[src/rtl/hazard_pkg.sv]
// Shared widths, defaults and the mult/div timer state type for the hazard controller.
package hazard_pkg;

    localparam int TW = 2;
    localparam logic [TW-1:0] TUSE_NEVER = 2'd3;

    localparam int MULT_LAT_DEF = 5;
    localparam int DIV_LAT_DEF  = 10;

    typedef enum logic {
        IDLE,
        BUSY
    } md_state_e;

    // Counter width able to hold the larger of the two latencies.
    function automatic int cnt_width(input int a, input int b);
        int m;
        m = (a > b) ? a : b;
        return (m < 2) ? 1 : $clog2(m + 1);
    endfunction

endpackage

[src/rtl/md_busy_timer.sv]
// Mult/div busy timer: loads a latency when an operation leaves E and holds busy until it expires.
module md_busy_timer
    import hazard_pkg::*;
#(
    parameter int MULT_LAT = MULT_LAT_DEF,
    parameter int DIV_LAT  = DIV_LAT_DEF
) (
    input  logic clk,
    input  logic rst_n,
    input  logic start,
    input  logic is_div,
    output logic busy
);

    localparam int CW = cnt_width(MULT_LAT, DIV_LAT);
    localparam logic [CW-1:0] MULT_LOAD = CW'(MULT_LAT);
    localparam logic [CW-1:0] DIV_LOAD  = CW'(DIV_LAT);
    localparam logic [CW-1:0] CNT_ONE   = CW'(1);

    md_state_e       state_q, state_d;
    logic [CW-1:0]   cnt_q, cnt_d;

    // NOTE: state registers use non-blocking assignments so every flop samples pre-edge values.
    always_ff @(posedge clk or negedge rst_n) begin
        if (!rst_n) begin
            state_q <= IDLE;
            cnt_q   <= '0;
        end else begin
            state_q <= state_d;
            cnt_q   <= cnt_d;
        end
    end

    // NOTE: defaults first so no path leaves state_d/cnt_d unassigned (no latches).
    always_comb begin
        state_d = state_q;
        cnt_d   = cnt_q;
        unique case (state_q)
            IDLE: begin
                if (start) begin
                    state_d = BUSY;
                    cnt_d   = is_div ? DIV_LOAD : MULT_LOAD;
                end
            end
            BUSY: begin
                if (cnt_q <= CNT_ONE) begin
                    // A new operation on the expiring edge chains straight on without a gap.
                    if (start) begin
                        cnt_d = is_div ? DIV_LOAD : MULT_LOAD;
                    end else begin
                        state_d = IDLE;
                        cnt_d   = '0;
                    end
                end else begin
                    cnt_d = cnt_q - CNT_ONE;
                end
            end
            default: begin
                state_d = IDLE;
                cnt_d   = '0;
            end
        endcase
    end

    assign busy = (state_q == BUSY);

endmodule

[src/rtl/hazard_ctrl.sv]
// Pipeline hazard controller: Tuse/Tnew register hazards plus mult/div busy stalls, with a stall counter.
module hazard_ctrl
    import hazard_pkg::*;
#(
    parameter int MULT_LAT = MULT_LAT_DEF,
    parameter int DIV_LAT  = DIV_LAT_DEF
) (
    input  logic          clk,
    input  logic          rst_n,
    input  logic [4:0]    a1_d,
    input  logic [4:0]    a2_d,
    input  logic [TW-1:0] tuse_rs_d,
    input  logic [TW-1:0] tuse_rt_d,
    input  logic [4:0]    a3_e,
    input  logic [4:0]    a3_m,
    input  logic [TW-1:0] tnew_e,
    input  logic [TW-1:0] tnew_m,
    input  logic          md_op_d,
    input  logic          md_start_e,
    input  logic          md_div_e,
    output logic          en_pc,
    output logic          en_d,
    output logic          clr_e,
    output logic          md_busy,
    output logic [31:0]   stall_cnt
);

    logic        haz_rs;
    logic        haz_rt;
    logic        haz_md;
    logic        stall;
    logic [31:0] stall_cnt_q;

    md_busy_timer #(
        .MULT_LAT (MULT_LAT),
        .DIV_LAT  (DIV_LAT)
    ) u_md_busy_timer (
        .clk    (clk),
        .rst_n  (rst_n),
        .start  (md_start_e),
        .is_div (md_div_e),
        .busy   (md_busy)
    );

    // $zero is never a real producer, so it can never hold up a consumer.
    assign haz_rs = (a1_d != 5'd0) &&
                    (((a1_d == a3_e) && (tuse_rs_d < tnew_e)) ||
                     ((a1_d == a3_m) && (tuse_rs_d < tnew_m)));
    assign haz_rt = (a2_d != 5'd0) &&
                    (((a2_d == a3_e) && (tuse_rt_d < tnew_e)) ||
                     ((a2_d == a3_m) && (tuse_rt_d < tnew_m)));
    assign haz_md = md_op_d && (md_busy || md_start_e);

    assign stall  = haz_rs || haz_rt || haz_md;
    assign en_pc  = ~stall;
    assign en_d   = ~stall;
    assign clr_e  = stall;

    always_ff @(posedge clk or negedge rst_n) begin
        if (!rst_n) begin
            stall_cnt_q <= '0;
        end else if (stall) begin
            stall_cnt_q <= stall_cnt_q + 32'd1;
        end
    end

    assign stall_cnt = stall_cnt_q;

endmodule

[config.mk]
export PLATFORM = sky130hd
export DESIGN_NAME = hazard_ctrl
export DESIGN_NICKNAME = d
export VERILOG_FILES = /design/src/rtl/hazard_pkg.sv /design/src/rtl/md_busy_timer.sv /design/src/rtl/hazard_ctrl.sv
export SDC_FILE = /design/constraint.sdc
export NUM_CORES = 1
export LEC_CHECK = 0
export CORE_MARGIN = 2
export CORE_UTILIZATION = 35
export CTS_CLUSTER_DIAMETER = 60
export CTS_CLUSTER_SIZE = 40
export DETAILED_ROUTE_END_ITERATION = 8
export DONT_BUFFER_PORTS = 1
export GPL_TIMING_DRIVEN = 0
export PLACE_DENSITY = 0.46
export SYNTH_ARGS = -nofsm -noshare
export SYNTH_HDL_FRONTEND = slang
export SYNTH_SLANG_ARGS = --single-unit
export TNS_END_PERCENT = 20
[constraint.sdc]
create_clock -name clk -period 2.9 [get_ports clk]
set_input_delay 0.58 -clock clk [delete_from_list [all_inputs] [get_ports clk]]
set_output_delay 0.58 -clock clk [all_outputs]
set_load 0.05 [all_outputs]
==> flow_metrics.env, run 1 <==
export IMPL_synthXorXnorAreaFrac_pct=20.2
export IMPL_r2r_setup_slack_ns=0.37
export IMPL_hold_viol=0
export IMPL_syn_instance_count=213
export IMPL_vias_per_cell=5.45
export IMPL_dieArea_um2=6980
export IMPL_r2r_cells=7
export IMPL_num_rows=28
export IMPL_final_max_slew_viol_count=0
export IMPL_fin_setup_tns_ns=0
export IMPL_power_frac_clock_pct=28.3
export IMPL_num_io_pins=69
export IMPL_worst_path_max_fanout=5
export IMPL_synth_edff_count=0
export IMPL_ir_drop_v=0.000471
export IMPL_grt_pass1_vias=1757
export IMPL_routed_wl_um=5390
export IMPL_yosys_area_top_type="dfrtp_1"
export IMPL_dp_cells=288
export IMPL_synthMuxAreaShare_pct=1.47
export IMPL_numPortBuffers=0
export IMPL_start_util_pct=36.8
export IMPL_fillers=586
export IMPL_yosysSeqAreaShare_pct=41.8
export IMPL_grt_usage_pct=15.9
export IMPL_endpoint_kind="primary output"
export IMPL_swShare_pct=38.9
export IMPL_internal_power_uw=1150
export IMPL_max_cap_viol_count=0
export IMPL_worstMarginPinSlew_ns=0.645
export IMPL_outcome="finished, final reports clean"
export IMPL_hold_slack_ns=0.118
export IMPL_async_flop_share_pct=100
export IMPL_htree_levels=2
export IMPL_grt_max_degree=38
export IMPL_num_antenna_cells=0
export IMPL_areaGrowthSynthToFinish_pct=16.4
export IMPL_synthFlopType="dfrtp_1"
export IMPL_grt_first_pass_wirelength_um=8920
export IMPL_power_switching_uw=733
export IMPL_required_ns=2.32
export IMPL_synth_compound_area_share_pct=5.82
export IMPL_total_power_uw=1880
export IMPL_startpoint="tnew_e[1]"
export IMPL_grt_overflow=0
export IMPL_min_period_over_period_pct=96.6
export IMPL_synth_top_area_share_pct=41.8
export IMPL_grt_antenna_before_repair=0
export IMPL_cts_num_sinks=37
export IMPL_synth_distinct_cells=37
export IMPL_yosys_warnings=0
export IMPL_critPathBufInv=4
export IMPL_synth_simple_area_share_pct=23.9
export IMPL_firstDrtPassIters=4
export IMPL_cts_buffers=5
export IMPL_fin_nets=264
export IMPL_drtIter0Drc=122
export IMPL_p_seq_share_pct=47.8
export IMPL_gp_congestion=0.922
export IMPL_synth_area_leaders="dfrtp_1 (42%), xnor2_1 (11%), xor2_1 (8.7%)"
export IMPL_clock_skew_ns=0.00488
export IMPL_drc=0
export IMPL_worstPathCellList="inv_1 > ha_1 > a211oi_2 > a22oi_2 > o221ai_4 > buf_12 > clkinvlp_4 > buf_8"
export IMPL_rr_startpoint="stall_cnt[1]"
export IMPL_stdcell_count=300
export IMPL_wire_per_inst_um=18.0
export IMPL_criticalPathCategory="in2out"
export IMPL_max_slew_margin_rel_pct=56.6
export IMPL_cp_slowest_cell="ha_1"
export IMPL_combPwrFrac_pct=24.0
export IMPL_cp_data_arrival_time_ns=2.22
export IMPL_cts_tree="built"
export IMPL_setup_viol=0
export IMPL_worstSetupStartpointType="input port"
export IMPL_dieHeight_um=83.6
export IMPL_synthesis_area_um2=2220
export IMPL_die_w_um=83.6
export IMPL_ys_ff_latch=37
export IMPL_coreArea_um2=6030
export IMPL_critical_path_max_stage_delay_ns=0.28
export IMPL_synth_adder_area_share_pct=3.95
export IMPL_power_density_nw_per_um2=730
export IMPL_p_leak_uw=0.00106
export IMPL_fin_util_pct=42.8
export IMPL_avgSynthCellArea_um2=10.4
export IMPL_cts_root_buf="clkbuf_8"
export IMPL_synth_nets=253
export IMPL_hold_path_class="in2async"
export IMPL_clock_path_buffers=2
export IMPL_cts_clk_slew_worst_paths_ns=0.08
export IMPL_antenna_left=0
export IMPL_r2r_end="stall_cnt[26]"
export IMPL_clk_latency_ns=0.29
export IMPL_max_freq_mhz=357
export IMPL_fin_crit_ns=2.80
export IMPL_layout_drive_gt1_share_pct=17.3
export IMPL_critical_path_top_delay_family="buffers and inverters"
export IMPL_synth_top_family_by_area="simple AND/OR/NAND/NOR gates"
export IMPL_hpwl_um=3960
export IMPL_vias=1634
worst reg2reg max path, stage by stage, from the launching register on:
cell and delay, ns:
dfrtp_1 0.68, ha_1 0.31, nand2_1 0.10, nor2_2 0.42, nand4_1 0.20, nor3_1 0.35
nand4_1 0.17, xnor2_1 0.17
synth_stat cells (all sizes together), types with 2 or more instances:
cell type and instances:
dfrtp 37, xnor2 29, xor2 22, nand2 19, nand3 18, nand4 12, nor2 11, and3 7
ha 7, inv 6, nand2b 6, nor4 5, a211oi 4, buf 4, nor3 4, a22oi 3
and4 3, mux2 2, o21ai 2, o221ai 2, or4 2
metal layers:
layer  wire length [µm]  GRT usage, %  vias to the layer above  part of all wire (%)
met5                  0             0                        -                     0
met4                 38          4.55                        0                  0.71
met3                365          6.33                        4                   6.8
met2               2610          24.4                       50                    48
met1               2380          20.7                      810                    44
li1                   -             -                      770                     -
how the worst max path moves through the flow:
stage / to / slack [ns] / cells after the start
after floorplan: en_pc / 0.07 / 6
after global placement: en_pc / -0.18 / 8
after detailed placement: en_pc / -0.19 / 8
after CTS: en_pc / 0.02 / 8
after global routing: en_pc / -0.008 / 8
final: en_pc / 0.1 / 8
cells by family after synthesis:
| group | Yosys count |
|---|---|
| mux | 3 |
| fa+ha+maj | 7 |
| buf+inv | 10 |
| flops | 37 |
| xor+xnor | 51 |
| simple gates | 91 |
| compound gates | 14 |
registers in the layout, indices dropped and copies added, names as in the netlist:
name / flops
stall_cnt: 32
u_md_busy_timer.busy: 1
u_md_busy_timer.cnt_q: 4
power by group through the flow:
stage	logic, µW	registers [µW]	clock network, µW
6_report	451	900	533
5_1_grt	506	913	578
4_1_cts	421	899	546
3_5_place_dp	393	910	0
3_3_place_gp	378	905	0
2_1_floorplan	329	877	0
cell usage in the layout, fill, tap and decap left out, drive strengths merged:
cell,count
mux2,2
nor2b,1
nand3,18
nand2b,6
mux2i,1
o31ai,1
dfrtp,37
bufinv,2
and4,3
xor2,22
clkinv,1
nor4,5
nor2,11
nor4b,1
xnor2,29
o221ai,2
nand2,19
ha,7
clkbuf,6
and2,1
and3,7
nand4,12
or4,2
o211ai,1
nor3,4
o21ai,2
a22oi,3
and2b,1
clkinvlp,1
a211oi,4
buf,7
inv,5
o22ai,1
what timing repair did:
item	in CTS	in global routing
pin swaps	1	3
resized for setup	4	10
buffers inserted	1	1
endpoints found under the hold margin	37	0
cloned	0	1
hold buffers	1	0
setup endpoints to repair	1	1
area by class of cell:
class	count	area, µm²	area share (%)
Buffer	4	57.6	2.23
Clock buffer	5	68.8	2.67
Clock inverter	3	65.1	2.52
Inverter	6	26.3	1.02
Multi-Input combinational cell	166	1280	49.7
Sequential cell	37	926	35.9
Tap cell	75	93.8	3.64
Timing Repair Buffer	4	60.1	2.33
per-stage QoR:
step	instance area [µm²]	worst slack, ns
2_1_floorplan	2220	0.0671
3_3_place_gp	2310	-0.181
3_5_place_dp	2310	-0.187
4_1_cts	2490	0.0151
5_1_grt	2580	-0.00814
6_report	2580	0.100
No activity file was read; power rests on OpenSTA's default activity.
==> run 2: changes to the inputs <==
--- a/config.mk
+++ b/config.mk
@@ -5,14 +5,17 @@
 export SDC_FILE = /design/constraint.sdc
 export NUM_CORES = 1
 export LEC_CHECK = 0
-export CORE_MARGIN = 2
+export CELL_PAD_IN_SITES_DETAIL_PLACEMENT = 0
+export CELL_PAD_IN_SITES_GLOBAL_PLACEMENT = 1
+export CORE_MARGIN = 3
 export CORE_UTILIZATION = 35
 export CTS_CLUSTER_DIAMETER = 60
 export CTS_CLUSTER_SIZE = 40
 export DETAILED_ROUTE_END_ITERATION = 8
 export DONT_BUFFER_PORTS = 1
 export GPL_TIMING_DRIVEN = 0
-export PLACE_DENSITY = 0.46
+export PLACE_DENSITY = 0.58
+export REMOVE_ABC_BUFFERS = 1
 export SYNTH_ARGS = -nofsm -noshare
 export SYNTH_HDL_FRONTEND = slang
 export SYNTH_SLANG_ARGS = --single-unit
==> flow_metrics.env, run 2 (synthesis results as in run 1) <==
export IMPL_outcome="complete, but fails checks"
export IMPL_violations="setup timing"
export IMPL_layout_area_seq_um2=926
export IMPL_vias_per_cell=5.65
export IMPL_rsz0062_at_grt="yes"
export IMPL_setup_ws_ns=-0.135
export IMPL_final_cell_mix="dfrtp_1 (37), xnor2_1 (29), xor2_1 (22)"
export IMPL_firstDrtPassIters=4
export IMPL_stdcell_count=297
export IMPL_num_io_pins=69
export IMPL_worstMarginPinSlew_ns=0.963
export IMPL_power_density_nw_per_um2=655
export IMPL_num_antenna_cells=0
export IMPL_cts_root_buf="clkbuf_8"
export IMPL_grt_antenna_before_repair=0
export IMPL_fin_crit_ns=3.04
export IMPL_clock_skew_ns=0.00617
export IMPL_hold_path_class="in2async"
export IMPL_max_slew_margin_rel_pct=35.8
export IMPL_dp_cells=284
export IMPL_areaGrowthSynthToFinish_pct=16.5
export IMPL_numPortBuffers=0
export IMPL_ir_drop_v=0.000522
export IMPL_worstSetupStartpointType="input port"
export IMPL_multiInputGateArea_um2=1400
export IMPL_cp_slowest_cell="clkinvlp_4"
export IMPL_gp_congestion=0.857
export IMPL_hpwl_um=3860
export IMPL_routed_wl_um=5660
export IMPL_coreArea_um2=6030
export IMPL_drc=0
export IMPL_fillers=580
export IMPL_htree_levels=2
export IMPL_endpoint_kind="primary output"
export IMPL_layout_commonest_cell="dfrtp_1"
export IMPL_clock_path_buffers=2
export IMPL_min_period_over_period_pct=105
export IMPL_clk_latency_ns=0.29
export IMPL_grt_overflow=0
export IMPL_grt_pass1_vias=1784
export IMPL_max_freq_mhz=329
export IMPL_final_max_slew_viol_count=0
export IMPL_worstPathCellList="inv_12 > ha_4 > a211oi_4 > a22oi_2 > o221ai_4 > clkinvlp_4"
export IMPL_pre_cts_slack_ns=-0.859
export IMPL_total_power_uw=1690
export IMPL_antenna_left=0
export IMPL_start_util_pct=36.8
export IMPL_wire_per_inst_um=19.1
export IMPL_grt_usage_pct=16.2
export IMPL_cts_tree="built"
export IMPL_layout_drive_gt1_share_pct=19.4
export IMPL_grt_first_pass_wirelength_um=9390
export IMPL_criticalPathCategory="in2out"
export IMPL_critical_path_max_stage_delay_ns=0.67
export IMPL_die_w_um=85.6
export IMPL_cts_clk_slew_worst_paths_ns=0.07
export IMPL_drtIter0Drc=38
export IMPL_cts_num_sinks=37
export IMPL_rr_startpoint="stall_cnt[0]"
export IMPL_dieHeight_um=85.6
export IMPL_p_leak_uw=0.00101
export IMPL_required_ns=2.32
export IMPL_setup_viol=2
export IMPL_worst_path_max_fanout=5
export IMPL_startpoint="tnew_m[1]"
export IMPL_grt_max_degree=38
export IMPL_cp_data_arrival_time_ns=2.46
export IMPL_dieArea_um2=7320
export IMPL_largest_reg_flops=32
export IMPL_cts_buffers=5
export IMPL_num_rows=28
export IMPL_max_cap_viol_count=0
export IMPL_fin_nets=262
export IMPL_hold_viol=0
export IMPL_vias=1678
==> run 2: changes by cell type in the layout (fill, tap and decap cells not counted), moves of 2 or more <==
cell       before  now
bufinv_16       2    0
o221ai_2        0    3
buf_6           2    0
inv_1           5    3
ha_4            0    4
ha_1            7    3
==> run 2: report_power, final <==
group / total, µW / switching (µW) / internal (µW)
Combinational: 434 / 243 / 191
Clock: 357 / 169 / 188
Sequential: 899 / 303 / 596
Total: 1690 / 715 / 975
==> run 2: what timing repair did <==
item	4_1_cts	5_1_grt
pin swaps	10	10
hold endpoints to repair	37	0
resized for setup	16	11
hold buffers	1	0
cloned	3	0
setup buffers	2	0
setup endpoints to repair	3	2
==> run 2: final cells by class <==
class,instances,share of cell area (%)
multi-input combinational,169,54.2
timing repair buffer,3,1.36
sequential,37,35.9
inverter,6,1.60
tap,75,3.63
clock buffer,7,3.34
==> run 2: per-stage QoR <==
step                instance area [µm²]  hold WS, ns  util, %  setup TNS [ns]
global route                       2580        0.123     42.9          -0.428
finish                             2580        0.124     42.9          -0.271
CTS                                2520        0.127     41.8          -0.368
floorplan                          2170        0.284        -          -0.760
global placement                   2270        0.286     37.6           -2.23
detailed placement                 2270        0.286     37.6           -2.48
==> run 2: path summary, 6_finish.rpt <==
kind	endpoint	slack (ns)	cells past startpoint
setup / recovery	en_d	-0.14	6
hold / removal	stall_cnt[27]	0.12	1
min in group clk	u_md_busy_timer.cnt_q[2]	0.40	1
max in group asynchronous	stall_cnt[8]	2.57	1
hold reg to reg	u_md_busy_timer.cnt_q[1]	0.55	2
setup reg to reg	stall_cnt[26]	0.38	7
==> run 2: routing by layer <==
metal | vias up | global-route usage [%] | share of wire, %
li1 | 776 | - | -
met1 | 820 | 19.5 | 41
met2 | 74 | 27.0 | 48
met3 | 8 | 6.24 | 9.9
met4 | 0 | 4.89 | 1.3
met5 | - | 0 | 0
==> run 2: critical path, delay by kind of cell <==
family / cells / cell delay [ns]
adder cells (fa/ha/maj): 1 / 0.23
AO/OA/AOI/OAI: 3 / 0.96
buffers and inverters: 2 / 0.69
